File: src/rtl/ro_response_accumulator.sv
// Counts selected ring-oscillator edges per enable window, compares loop pairs and
// accumulates majority votes across repetitions; resolves one response bit per pair on done.
module ro_response_accumulator #(
  parameter int NUM_LOOPS  = 4,
  parameter int COUNT_BITS = 16,
  parameter int VOTE_BITS  = 16,
  parameter int SEL_BITS   = $clog2(NUM_LOOPS-1)+1
) (
  input  logic                   clk,
  input  logic                   reset,
  input  logic                   start,
  input  logic [NUM_LOOPS-1:0]   ro_out,
  input  logic [SEL_BITS-1:0]    select_puf,
  input  logic                   reset_puf,
  input  logic                   enable_puf,
  input  logic                   store_response_puf,
  input  logic                   done,
  output logic [NUM_LOOPS/2-1:0] response,
  output logic                   response_valid,
  output logic                   busy
);

  localparam int PAIRS = NUM_LOOPS / 2;
  localparam int IDXW  = $clog2(NUM_LOOPS);

  typedef enum logic [1:0] {IDLE, COLLECT, RES_WAIT, RES_LOAD} state_t;

  state_t state, state_next;
  logic   load_resp;
  logic   done_q;

  logic [NUM_LOOPS-1:0]  sync1, sync2, prev;
  logic [IDXW-1:0]       sel_idx;
  logic                  sel_ok;
  logic                  sel_edge;
  logic [COUNT_BITS-1:0] cnt;
  logic [COUNT_BITS-1:0] cnt_reg [NUM_LOOPS];
  logic                  store_ok;
  logic                  pend;
  logic [IDXW-1:0]       pend_idx;
  logic [VOTE_BITS-1:0]  vote [PAIRS];
  logic [VOTE_BITS-1:0]  cmp  [PAIRS];
  logic [PAIRS-1:0]      resp_calc;

  assign sel_idx  = select_puf[IDXW-1:0];
  assign sel_ok   = 32'(select_puf) < NUM_LOOPS;
  assign sel_edge = sel_ok && sync2[sel_idx] && !prev[sel_idx];
  assign store_ok = store_response_puf && (state == COLLECT) && sel_ok && !start;
  assign busy     = (state != IDLE);

  // Two-flop synchronizer plus a third stage for rising-edge detection
  always_ff @(posedge clk or negedge reset) begin
    if (!reset) begin
      sync1 <= '0;
      sync2 <= '0;
      prev  <= '0;
    end else begin
      sync1 <= ro_out;
      sync2 <= sync1;
      prev  <= sync2;
    end
  end

  always_ff @(posedge clk or negedge reset) begin
    if (!reset) begin
      cnt <= '0;
    end else if (start || reset_puf) begin
      cnt <= '0;
    end else if (enable_puf && sel_edge && (cnt != '1)) begin
      cnt <= cnt + 1'b1;
    end
  end

  // Store latches the pre-increment count; an odd index arms the pair compare
  always_ff @(posedge clk or negedge reset) begin
    if (!reset) begin
      for (int i = 0; i < NUM_LOOPS; i++) cnt_reg[i] <= '0;
      pend     <= 1'b0;
      pend_idx <= '0;
    end else if (start) begin
      for (int i = 0; i < NUM_LOOPS; i++) cnt_reg[i] <= '0;
      pend     <= 1'b0;
      pend_idx <= '0;
    end else begin
      pend <= store_ok && sel_idx[0];
      if (store_ok) begin
        cnt_reg[sel_idx] <= cnt;
        pend_idx         <= sel_idx;
      end
    end
  end

  always_ff @(posedge clk or negedge reset) begin
    if (!reset) begin
      for (int k = 0; k < PAIRS; k++) begin
        vote[k] <= '0;
        cmp[k]  <= '0;
      end
    end else begin
      for (int k = 0; k < PAIRS; k++) begin
        if (start) begin
          vote[k] <= '0;
          cmp[k]  <= '0;
        end else if (pend && (32'(pend_idx) == 2*k+1)) begin
          if (cmp[k] != '1) cmp[k] <= cmp[k] + 1'b1;
          if ((cnt_reg[2*k] > cnt_reg[2*k+1]) && (vote[k] != '1)) vote[k] <= vote[k] + 1'b1;
        end
      end
    end
  end

  // Strict majority: ties and pairs never compared resolve to 0
  always_comb begin
    resp_calc = '0;
    for (int k = 0; k < PAIRS; k++) begin
      resp_calc[k] = {vote[k], 1'b0} > {1'b0, cmp[k]};
    end
  end

  always_ff @(posedge clk or negedge reset) begin
    if (!reset) begin
      state  <= IDLE;
      done_q <= 1'b0;
    end else begin
      state  <= state_next;
      done_q <= done;
    end
  end

  always_comb begin
    state_next = state;
    load_resp  = 1'b0;
    if (start) begin
      state_next = COLLECT;
    end else begin
      case (state)
        IDLE:     state_next = IDLE;
        COLLECT:  if (done && !done_q) state_next = RES_WAIT;
        RES_WAIT: state_next = RES_LOAD;
        RES_LOAD: begin
          load_resp  = 1'b1;
          state_next = IDLE;
        end
        default:  state_next = IDLE;
      endcase
    end
  end

  always_ff @(posedge clk or negedge reset) begin
    if (!reset) begin
      response       <= '0;
      response_valid <= 1'b0;
    end else begin
      response_valid <= load_resp;
      if (load_resp) response <= resp_calc;
    end
  end

endmodule

File: config.mk
export PLATFORM = sky130hd
export DESIGN_NAME = ro_response_accumulator
export DESIGN_NICKNAME = d
export VERILOG_FILES = /design/src/rtl/ro_response_accumulator.sv
export SDC_FILE = /design/constraint.sdc
export NUM_CORES = 1
export LEC_CHECK = 0
export CORE_ASPECT_RATIO = 0.9
export CORE_UTILIZATION = 50
export CTS_CLUSTER_DIAMETER = 150
export CTS_CLUSTER_SIZE = 14
export DETAILED_ROUTE_END_ITERATION = 7
export PLACE_DENSITY = 0.69
export SLEW_MARGIN = 20
export SYNTH_ARGS = -nofsm -noshare
export SYNTH_HDL_FRONTEND = slang
export SYNTH_SLANG_ARGS = --single-unit
export TNS_END_PERCENT = 1
File: constraint.sdc
create_clock -name clk -period 2.58 [get_ports clk]
set_input_delay 0.387 -clock clk [delete_from_list [all_inputs] [get_ports clk]]
set_output_delay 0.387 -clock clk [all_outputs]
set_load 0.03 [all_outputs]
==> results of run 1 <==
layout make-up:
| cell class | count | area share [%] |
|---|---|---|
| multi-input combinational | 735 | 44.1 |
| clock buffer | 17 | 4.15 |
| tap | 240 | 2.93 |
| inverter | 76 | 2.78 |
| sequential | 165 | 40.3 |
| timing repair buffer | 43 | 3.94 |
| clock inverter | 15 | 1.79 |
kinds of logic (layout without fill, tap and decap cells):
kind of cell | count (synthesis) | count (layout) | synth area share, %
adder cells (fa/ha/maj) | 71 | 71 | 9.75
multiplexers | 9 | 9 | 1.06
AO/OA/AOI/OAI | 199 | 199 | 12.8
XOR/XNOR | 34 | 34 | 3.27
buffers and inverters | 123 | 151 | 5.37
flip-flops | 165 | 165 | 45.3
AND/OR/NAND/NOR | 422 | 422 | 22.5
routing by layer:
layer  GRT usage [%]  up-vias  share of wire, %
met5               0        -                 0
met4            6.87        0               1.0
met3            4.70       20               3.4
met2            39.0      109                47
met1            31.7     3494                48
li1                -     3587                 -
metrics by stage:
stage	instance area, µm²	std cells	power [mW]
2_1_floorplan	9110	1023	2.80
3_3_place_gp	9610	1258	2.95
3_5_place_dp	9610	1258	2.95
4_1_cts	10200	1291	5.60
5_1_grt	10300	1291	5.75
6_report	10300	1291	5.56
cell usage in the layout, fill, tap and decap left out, types with 4 or more instances in the layout:
| cell type | n |
|---|---|
| a21o_1 | 9 |
| nor2b_1 | 8 |
| mux2i_1 | 4 |
| nor4_1 | 8 |
| and4_1 | 5 |
| o211ai_1 | 6 |
| nand3_1 | 43 |
| buf_4 | 23 |
| xnor2_1 | 23 |
| o31ai_1 | 16 |
| inv_1 | 76 |
| nor2_1 | 71 |
| dfrtp_1 | 165 |
| or4_1 | 18 |
| a211oi_1 | 6 |
| inv_8 | 6 |
| or3_1 | 15 |
| clkbuf_16 | 17 |
| nand2_1 | 173 |
| and3_1 | 11 |
| mux2_2 | 5 |
| o21ai_0 | 23 |
| clkdlybuf4s50_1 | 15 |
| nor3_1 | 14 |
| ha_1 | 71 |
| xor2_1 | 11 |
| nand4_1 | 29 |
| a21oi_1 | 121 |
how the worst max path moves through the flow:
stage	to	depth (start not counted)	slack, ns
after global routing	vote[22]	9	-0.02
after floorplan	vote[14]	8	0.32
after CTS	vote[22]	9	0.02
after detailed placement	vote[22]	8	0.03
final	vote[22]	9	0.1
after global placement	cnt[9]	7	0.17
power by group through the flow:
stage,registers (mW),logic [mW],clock network (mW)
after floorplan,2.68,0.120,0
after global placement,2.67,0.272,0
after detailed placement,2.67,0.273,0
after CTS,2.62,0.275,2.70
after global routing,2.63,0.306,2.82
final,2.62,0.269,2.66
repair_timing:
action                                  4_1_cts  5_1_grt
endpoints found under the setup margin        1        8
gates resized for setup                       1        3
pin swaps                                     0        3
hold endpoints to repair                     50        0
cloned                                        0        0
hold buffers                                  1        0
==> qor.yml, run 1 <==
power_and_ir_drop:
  swShare_pct: 25.1
  ir_drop_uv: 425
  p_leak_nw: 4.31
  powerDensity_nw_per_um2: 542
  power_frac_seq_pct: 47.2
  p_comb_share_pct: 4.8
  power_switching_mw: 1.39
  p_clk_share_pct: 47.9
  internal-power_mw: 4.16
synthesis:
  ys_ff_latch: 165
  synth_edf_count: 0
  yosys_warnings: 0
  seq_area_frac_synth_pct: 45.3
  synth.most_common_cell: "nand2_1"
  synthFlopType: "dfrtp_1"
  synthDistinctLibCells: 57
  synth.top_cell.area_share_pct: 45.3
  synth_area_per_cell_um2: 8.91
  synth.top_cells.by_area: "dfrtp_1 (45%), ha_1 (9.7%), nand2_1 (7.2%), a21oi_1 (6.6%), inv_1 (3.1%)"
  synth_common_cells: "nand2_1 (174), dfrtp_1 (165), a21oi_1 (121)"
  synth_nets: 1108
  synth_cells: 1023
  async_flop_share_pct: 100
  synth.largest_area_cell: "dfrtp_1"
  syn_area_um2: 9110
detailed_routing:
  vias_per_cell: 5.58
  wl_um: 19900
  drc: 0
  drtIter0Drc: 507
  routedWlPerCell_um: 15.4
  drtAntennaViolNets: 0
  num_vias: 7210
  drtPass1Iterations: 5
global_route:
  overflow: 0
  antenna_found_initial: 0
  grt_usage_pct: 23.7
  grt_pass1_vias: 7147
  grt_pass1_wl_um: 34700
  grt_max_degree: 68
clocking:
  clk_latency_ns: 0.44
  numCtsBuffers: 17
  clk_pin_slew_ns: 0.07
  root_buffer: "clkbuf_16"
  postCtsSetupBuffers: 0
  cts_htree_levels: 4
  cts_tree: "yes"
  cts.path.max_buffers: 2
  clkSinkCount: 165
critical_path:
  cp-start-kind: "register"
  cp-end-kind: "register"
  reg2reg_depth: 9
  path_buf_inv: 2
  cp_cell_sequence: "inv_1 > ha_1 > nand4_2 > nor4_4 > a21boi_2 > nor4_2 > buf_12 > nor4_2 > mux2_2"
  crit_fanout: 29
  rrSetupSlack_ns: 0.1
  crit_required_ns: 2.90
  worstSetupPathType: "register to register"
  rr_endpoint: "vote[22]"
  crit_start: "cnt_reg[46]"
  arrival_ns: 2.81
  slowest_stage: "mux2_2"
  r2r-start: "cnt_reg[46]"
  crit_path_frequent_cell: "nor4_2"
  slowest_delay_ns: 0.37
  critical_path.top_delay_family: "simple AND/OR/NAND/NOR gates"
worst_hold_path:
  holdPathEnd: "sync2[3]"
  hp-class: "register to register"
  hold_path_depth: 0
  hp-start: "sync1[3]"
die:
  start_util_pct: 51.4
  die_w_um: 144
  die_h_um: 130
  die_area_um2: 18800
  io_pins: 18
  rows: 46
  core_um2: 17700
placed_design:
  post-place-ws_ns: 0.0323
  finalWeightedCongestion: 0.840
  dp_hpwl_um: 13400
  port_buffers: 17
layout:
  post-route-util_pct: 57.8
  largest_reg_flops: 80
  multi_input_area_um2: 4520
  final_nets: 1123
  drive_gt1_share_pct: 7.61
  diodes: 0
  syn2layout_area_growth_pct: 12.5
  fill_cells: 1587
  seq_area_um2: 4130
timing:
  finClkSkew_ns: 0.00834
  period_share_pct: 96.3
  fmaxAchievable_mhz: 403
  maxSlewHeadroom_pct: 55.4
  final.setup.tns_ns: 0
  finalHoldViolations: 0
  worst_pin_slew_ns: 0.663
  setup_ws_ns: 0.0957
  layout_min_cycle_time_ns: 2.48
  hold-worst-slack_ns: 0.350
  setup_violations: 0
  drv_slew: 0
job:
  max_cap_viol_count: 0
outcome:
  status: "completed"
Note: power is estimated with default switching activity, not from simulation.
==> inputs of run 2 (changes only) <==
- PLACE_DENSITY: 0.69 -> default
- PLACE_DENSITY_LB_ADDON: default -> 0.1
- SKIP_LAST_GASP: default -> 1
==> run 2 against run 1 <==
Effect of this change:
- sequential share of layout area is 0.41 points lower
- non-clock buffer count is 9 higher
- combinational power is 2% higher
- largest power group is now sequential cells
- critical endpoint is now vote[13]
- global-route usage is 0.12 points lower
- critical path type unchanged
- die area stayed put
- power is 1.8% lower
- maximum frequency is 1.7% lower
- routed wire length is 2.1% higher
- sequential power hardly changed
==> qor.yml, run 2 (synthesis results as in run 1) <==
outcome:
  status: "completed"
timing:
  finClkSkew_ns: 0.0120  # +0.00362 ns
  rsz0062_at_grt: "true"
  finalHoldViolations: 0  # unchanged
  worst_pin_slew_ns: 0.644  # -0.0193 ns
  drv_slew: 0  # unchanged
  hold-worst-slack_ns: 0.250  # -0.101 ns
  period_share_pct: 97.9  # +1.6 points
  layout_min_cycle_time_ns: 2.53  # +0.0419 ns
  maxSlewHeadroom_pct: 56.7  # +1.3 points
  fmaxAchievable_mhz: 396  # -1.7%
  setup_violations: 0  # unchanged
  setup_ws_ns: 0.0537  # -0.0419 ns
layout:
  drive_gt1_share_pct: 8.48  # +0.87 points
  diodes: 0  # unchanged
  fill_cells: 1659  # +4.5%
  stdcell_count: 1301  # +0.77%
  layout_common_cells: "nand2_1 (174), dfrtp_1 (165), a21oi_1 (120)"
  final_nets: 1133  # +0.89%
  final_common_cell: "nand2_1"
  largest_reg_flops: 80  # unchanged
  syn2layout_area_growth_pct: 13.6
  final_area_um2: 10400  # +1.0%
detailed_routing:
  routedWlPerCell_um: 15.6  # +1.4%
  drtAntennaViolNets: 0  # unchanged
  drc: 0  # unchanged
  num_vias: 7266  # +0.78%
  vias_per_cell: 5.58  # about the same
  drtIter0Drc: 376  # -26%
  drtPass1Iterations: 5  # unchanged
  wl_um: 20300  # +2.1%
placed_design:
  place_area_um2: 9660  # +0.49%
  port_buffers: 17  # unchanged
  dp_hpwl_um: 13800  # +3.3%
  post-place-ws_ns: -0.263  # -0.295 ns
  finalWeightedCongestion: 0.796  # -5.2%
  dp_cells: 1266  # +0.64%
clocking:
  cts_tree: "yes"
  clk_pin_slew_ns: 0.08  # about the same
  numCtsBuffers: 17  # unchanged
  cts.path.max_buffers: 2  # unchanged
  clk_latency_ns: 0.43  # about the same
  clkSinkCount: 165  # unchanged
  cts_htree_levels: 4  # unchanged
  root_buffer: "clkbuf_16"
critical_path:
  slowest_delay_ns: 0.52  # +0.15 ns
  crit_fanout: 14  # -52%
  cp_cell_sequence: "inv_1 > ha_1 > nand4_1 > a2111o_1 > a31o_2 > or4_1 > a21oi_1"
  cp-end-kind: "register"
  worstSetupPathType: "register to register"
  cp-start-kind: "register"
  reg2reg_depth: 7  # -2
  arrival_ns: 2.89  # +0.08 ns
  slowest_stage: "or4_1"
  crit_required_ns: 2.94  # +0.04 ns
power_and_ir_drop:
  p_clk_share_pct: 46.9  # -1.0 points
  ir_drop_uv: 447  # +5.1%
  power_frac_seq_pct: 48.1  # +0.9 points
  power_switching_mw: 1.45  # +4.0%
  powerDensity_nw_per_um2: 527  # -2.8%
  internal-power_mw: 4.01  # -3.8%
  p_comb_share_pct: 5.0  # +0.2 points
  p_leak_nw: 4.37  # +1.3%
  swShare_pct: 26.6  # +1.5 points
die:
  die_area_um2: 18800  # unchanged
  core_um2: 17700  # unchanged
  start_util_pct: 51.4  # unchanged
  rows: 46  # unchanged
  io_pins: 18  # unchanged
  die_h_um: 130  # unchanged
  die_w_um: 144  # unchanged
job:
  max_cap_viol_count: 0  # unchanged
global_route:
  antenna_found_initial: 0  # unchanged
  grt_pass1_vias: 6948  # -2.8%
  grt_max_degree: 60  # -12%
  grt_pass1_wl_um: 34500  # -0.60%
  overflow: 0  # unchanged
  grt_usage_pct: 23.6  # -0.12 points
worst_hold_path:
  hold_path_depth: 2  # +2
  hp-class: "input pin to register"
run 2: changes by cell type in the layout (fill, tap and decap cells not counted), sizes merged:
cell    before  now
bufinv       2    0
buf         27   36
clkinv       3    6
inv         85   84
a31o         1    2
run 2: area by class of cell:
class | instances | area, µm² | area share (%)
repair buffers | 52 | 472 | 4.55
multi-input cells | 736 | 4570 | 44.1
inverters | 76 | 285 | 2.75
flip-flops and latches | 165 | 4130 | 39.9
clock inverters | 15 | 179 | 1.73
clock buffers | 17 | 425 | 4.11
well taps | 240 | 300 | 2.90
run 2: per-stage QoR:
step	power [mW]	util, %	TNS (ns)
CTS	5.52	58.0	0
global placement	2.95	54.5	-0.784
global route	5.65	58.4	-0.532
detailed placement	2.95	54.5	-1.17
finish	5.45	58.4	0
floorplan	2.80	-	0
run 2: power by group through the flow:
| stage | Clock [mW] | Sequential [mW] | Combinational (mW) |
|---|---|---|---|
| floorplan | 0 | 2.68 | 0.120 |
| global placement | 0 | 2.67 | 0.277 |
| detailed placement | 0 | 2.67 | 0.279 |
| CTS | 2.62 | 2.62 | 0.281 |
| global route | 2.71 | 2.63 | 0.311 |
| finish | 2.56 | 2.62 | 0.275 |
run 2: timing repair:
item,4_1_cts,5_1_grt
endpoints found under the hold margin,53,0
pin swaps,0,3
endpoints found under the setup margin,14,11
hold buffers,1,0
buffers inserted,0,1
gates cloned,0,1
gates resized for setup,1,6
run 2: critical path, delay by kind of cell (launching register included):
kind	cells	cell delay (ns)
adders and majority gates	1	0.31
buffers and inverters	1	0.05
DFF	1	0.35
and+or+nand+nor	2	0.75
AOI/OAI and AO/OA	3	1.00
run 2: routing by layer:
layer / track usage [%] / vias to the layer above / share of wire, %
li1: - / 3629 / -
met1: 32.2 / 3501 / 49
met2: 38.6 / 117 / 47
met3: 3.93 / 19 / 3.3
met4: 7.00 / 0 / 1.2
met5: 0 / - / 0
run 2: worst paths after layout:
kind	from	endpoint	slack (ns)
worst max-delay path	cnt_reg[11]	vote[13]	0.05
min in group asynchronous	reset	vote[16]	0.50
max in group asynchronous	reset	cnt[1]	1.34
worst max register to register	cnt_reg[11]	vote[13]	0.05
worst min-delay path	start	cnt_reg[41]	0.25
worst min register to register	sync1[2]	sync2[2]	0.35
==> patch (flow settings as in run 1) <==
Change the parameter `COUNT_BITS` from 16 to 12.
--- a/src/rtl/ro_response_accumulator.sv
+++ b/src/rtl/ro_response_accumulator.sv
@@ -3,5 +3,5 @@
 module ro_response_accumulator #(
   parameter int NUM_LOOPS  = 4,
-  parameter int COUNT_BITS = 16,
+  parameter int COUNT_BITS = 12,
   parameter int VOTE_BITS  = 16,
   parameter int SEL_BITS   = $clog2(NUM_LOOPS-1)+1
Behaviour: no difference found for any inputs over 10 cycles, from zero or initial values and one cycle with reset low; that may be too few to reach the edited logic, so the function may still have changed.
==> patch against run 1 <==
Wire length decreased by 16%. Clock power down 13%. Total power fell by 10%. Critical endpoint is now vote[9]. Sequential cell count decreased by 20. Critical path type unchanged. Final area is 10% lower. Setup slack better by 0.12 ns. Utilization rose by 0.60 points. Largest cell class unchanged. Sequential power is 11% lower. Area after synthesis fell by 10%.
==> patch: results (changes against run 1) <==
Outcome
  – Status: complete, no violations

Global routing
  – Met1 usage: 0.319 (+0.00185)
  – M3 GR Usage: 0.0513 (+0.00428)
  – Largest net degree at the start of global routing: 69 (+1.5%)
  – Global routing usage on met2: 0.333 (-0.0572)
  – First-pass GRT wire length: 29200 um (-16%)
  – Overall Global Routing Usage: 0.224 (-0.0132)
  – Vias in the first global route: 5892 (-18%)

Worst setup path
  – Worst R2R Setup Slack: 0.22 ns (+0.12 ns)
  – Reg2Reg Depth: 8 (-1)
  – Max incr delay on CP: 0.46 ns (+0.09 ns)
  – FF-to-FF End: vote[9]
  – RR Startpoint: cnt_reg[11]
  – Crit-path leading delay family: compound AO/OA/AOI/OAI gates
  – CP max FO: 19 (-34%)
  – CP max-delay cell: a21oi_4

Yosys
  – Most instantiated cells after synthesis: 145 x dfrtp_1, 107 x nor2_1, 72 x inv_1
  – Adder-cell share of the synthesized area: 0.0964 (-0.00110)
  – Top post-synthesis cells by area: dfrtp_1 44%, ha_1 9.6%, nor2_1 4.9%
  – Cell variety after synth: 54 (-5.3%)
  – Seq/Total Area, Yosys: 0.444 (-0.00942)
  – Synth Area in Compound Gates: 0.110 (-0.0177)
  – Post-Synth XOR/XNOR Area: 0.0450 (+0.0123)
  – Syn Nets: 940 (-15%)
  – Synth Instances: 863 (-16%)
  – Multiplexer area fraction after synthesis: 0.0540 (+0.0434)

Routing
  – Router iterations before antenna repair: 4 (-1)
  – Initial DRC Count: 426 (-16%)
  – Highest metal used: met4
  – Met2 wire length: 7440 um (-21%)
  – DRT met1 WL: 8180 um (-15%)
  – Length of routed met3 wiring: 756 um (+11%)
  – Wire length per cell: 15.2 um (-1.1%)
  – Vias: 6061 (-16%)

Power and ir drop
  – Leakage Power: 3.95 nW (-8.2%)
  – VDD IR-drop max: 0.000548 V (+29%)
  – Flop pwr share: 0.468 (-0.004)
  – Clk pwr share: 0.463 (-0.016)
  – Internal Power: 3.69 mW (-11%)
  – Clock group power: 2.31 mW (-13%)

STA
  – Slew at the pin closest to its max-slew limit: 0.698 ns (+0.0349 ns)
  – Post-layout minimum cycle time: 2.36 ns (-0.124 ns)
  – WHS: 0.164 ns (-0.187 ns)
  – Clk_skew: 0.0112 ns (+0.00289 ns)

Min path
  – WHS Endpoint: cmp[12]
  – Hold depth: 2 (+2)
  – HP Start: start
  – Hold Crit Class: in2reg

Layout
  – Ant diodes: 0 (unchanged)
  – Net count, final: 956 (-15%)
  – Final non-filler cell total: 1094 (-15%)
  – Max reg flops: 60 (-25%)
  – Share of layout cells above drive strength 1: 0.102 (+0.0259)
  – Fill cells: 1376 (-13%)

Placed design
  – Place WS: 0.0561 ns (+0.0238 ns)
  – GP Congestion: 0.812 (-3.3%)
  – Placed cell area: 0.00860 sq mm (-11%)
  – Post-DP HPWL: 11600 um (-14%)

Clocking
  – CTS buffer count: 17 (unchanged)
  – CTS H-tree lvls: 4 (unchanged)
-- patch: worst max-delay path by stage --
| stage | startpoint | end | depth (start not counted) |
|---|---|---|---|
| floorplan | cnt_reg[34] | vote[29] | 8 |
| global placement | cnt_reg[7] | vote[5] | 8 |
| detailed placement | cnt_reg[7] | vote[12] | 8 |
| CTS | cnt_reg[7] | vote[12] | 8 |
| global route | cnt_reg[11] | vote[11] | 8 |
| finish | cnt_reg[11] | vote[9] | 8 |
-- patch: repair_timing --
item,4_1_cts,5_1_grt
resized for setup,0,3
hold buffers,1,0
setup endpoints to repair,0,11
endpoints found under the hold margin,57,0
-- patch: cell type report --
class | instances | area, sq um | share of cell area
Clock buffer | 17 | 425 | 0.0463
Clock inverter | 15 | 126 | 0.0138
Timing Repair Buffer | 36 | 327 | 0.0356
Tap cell | 202 | 253 | 0.0275
Sequential cell | 145 | 3630 | 0.395
Inverter | 72 | 270 | 0.0294
Multi-Input combinational cell | 607 | 4150 | 0.452
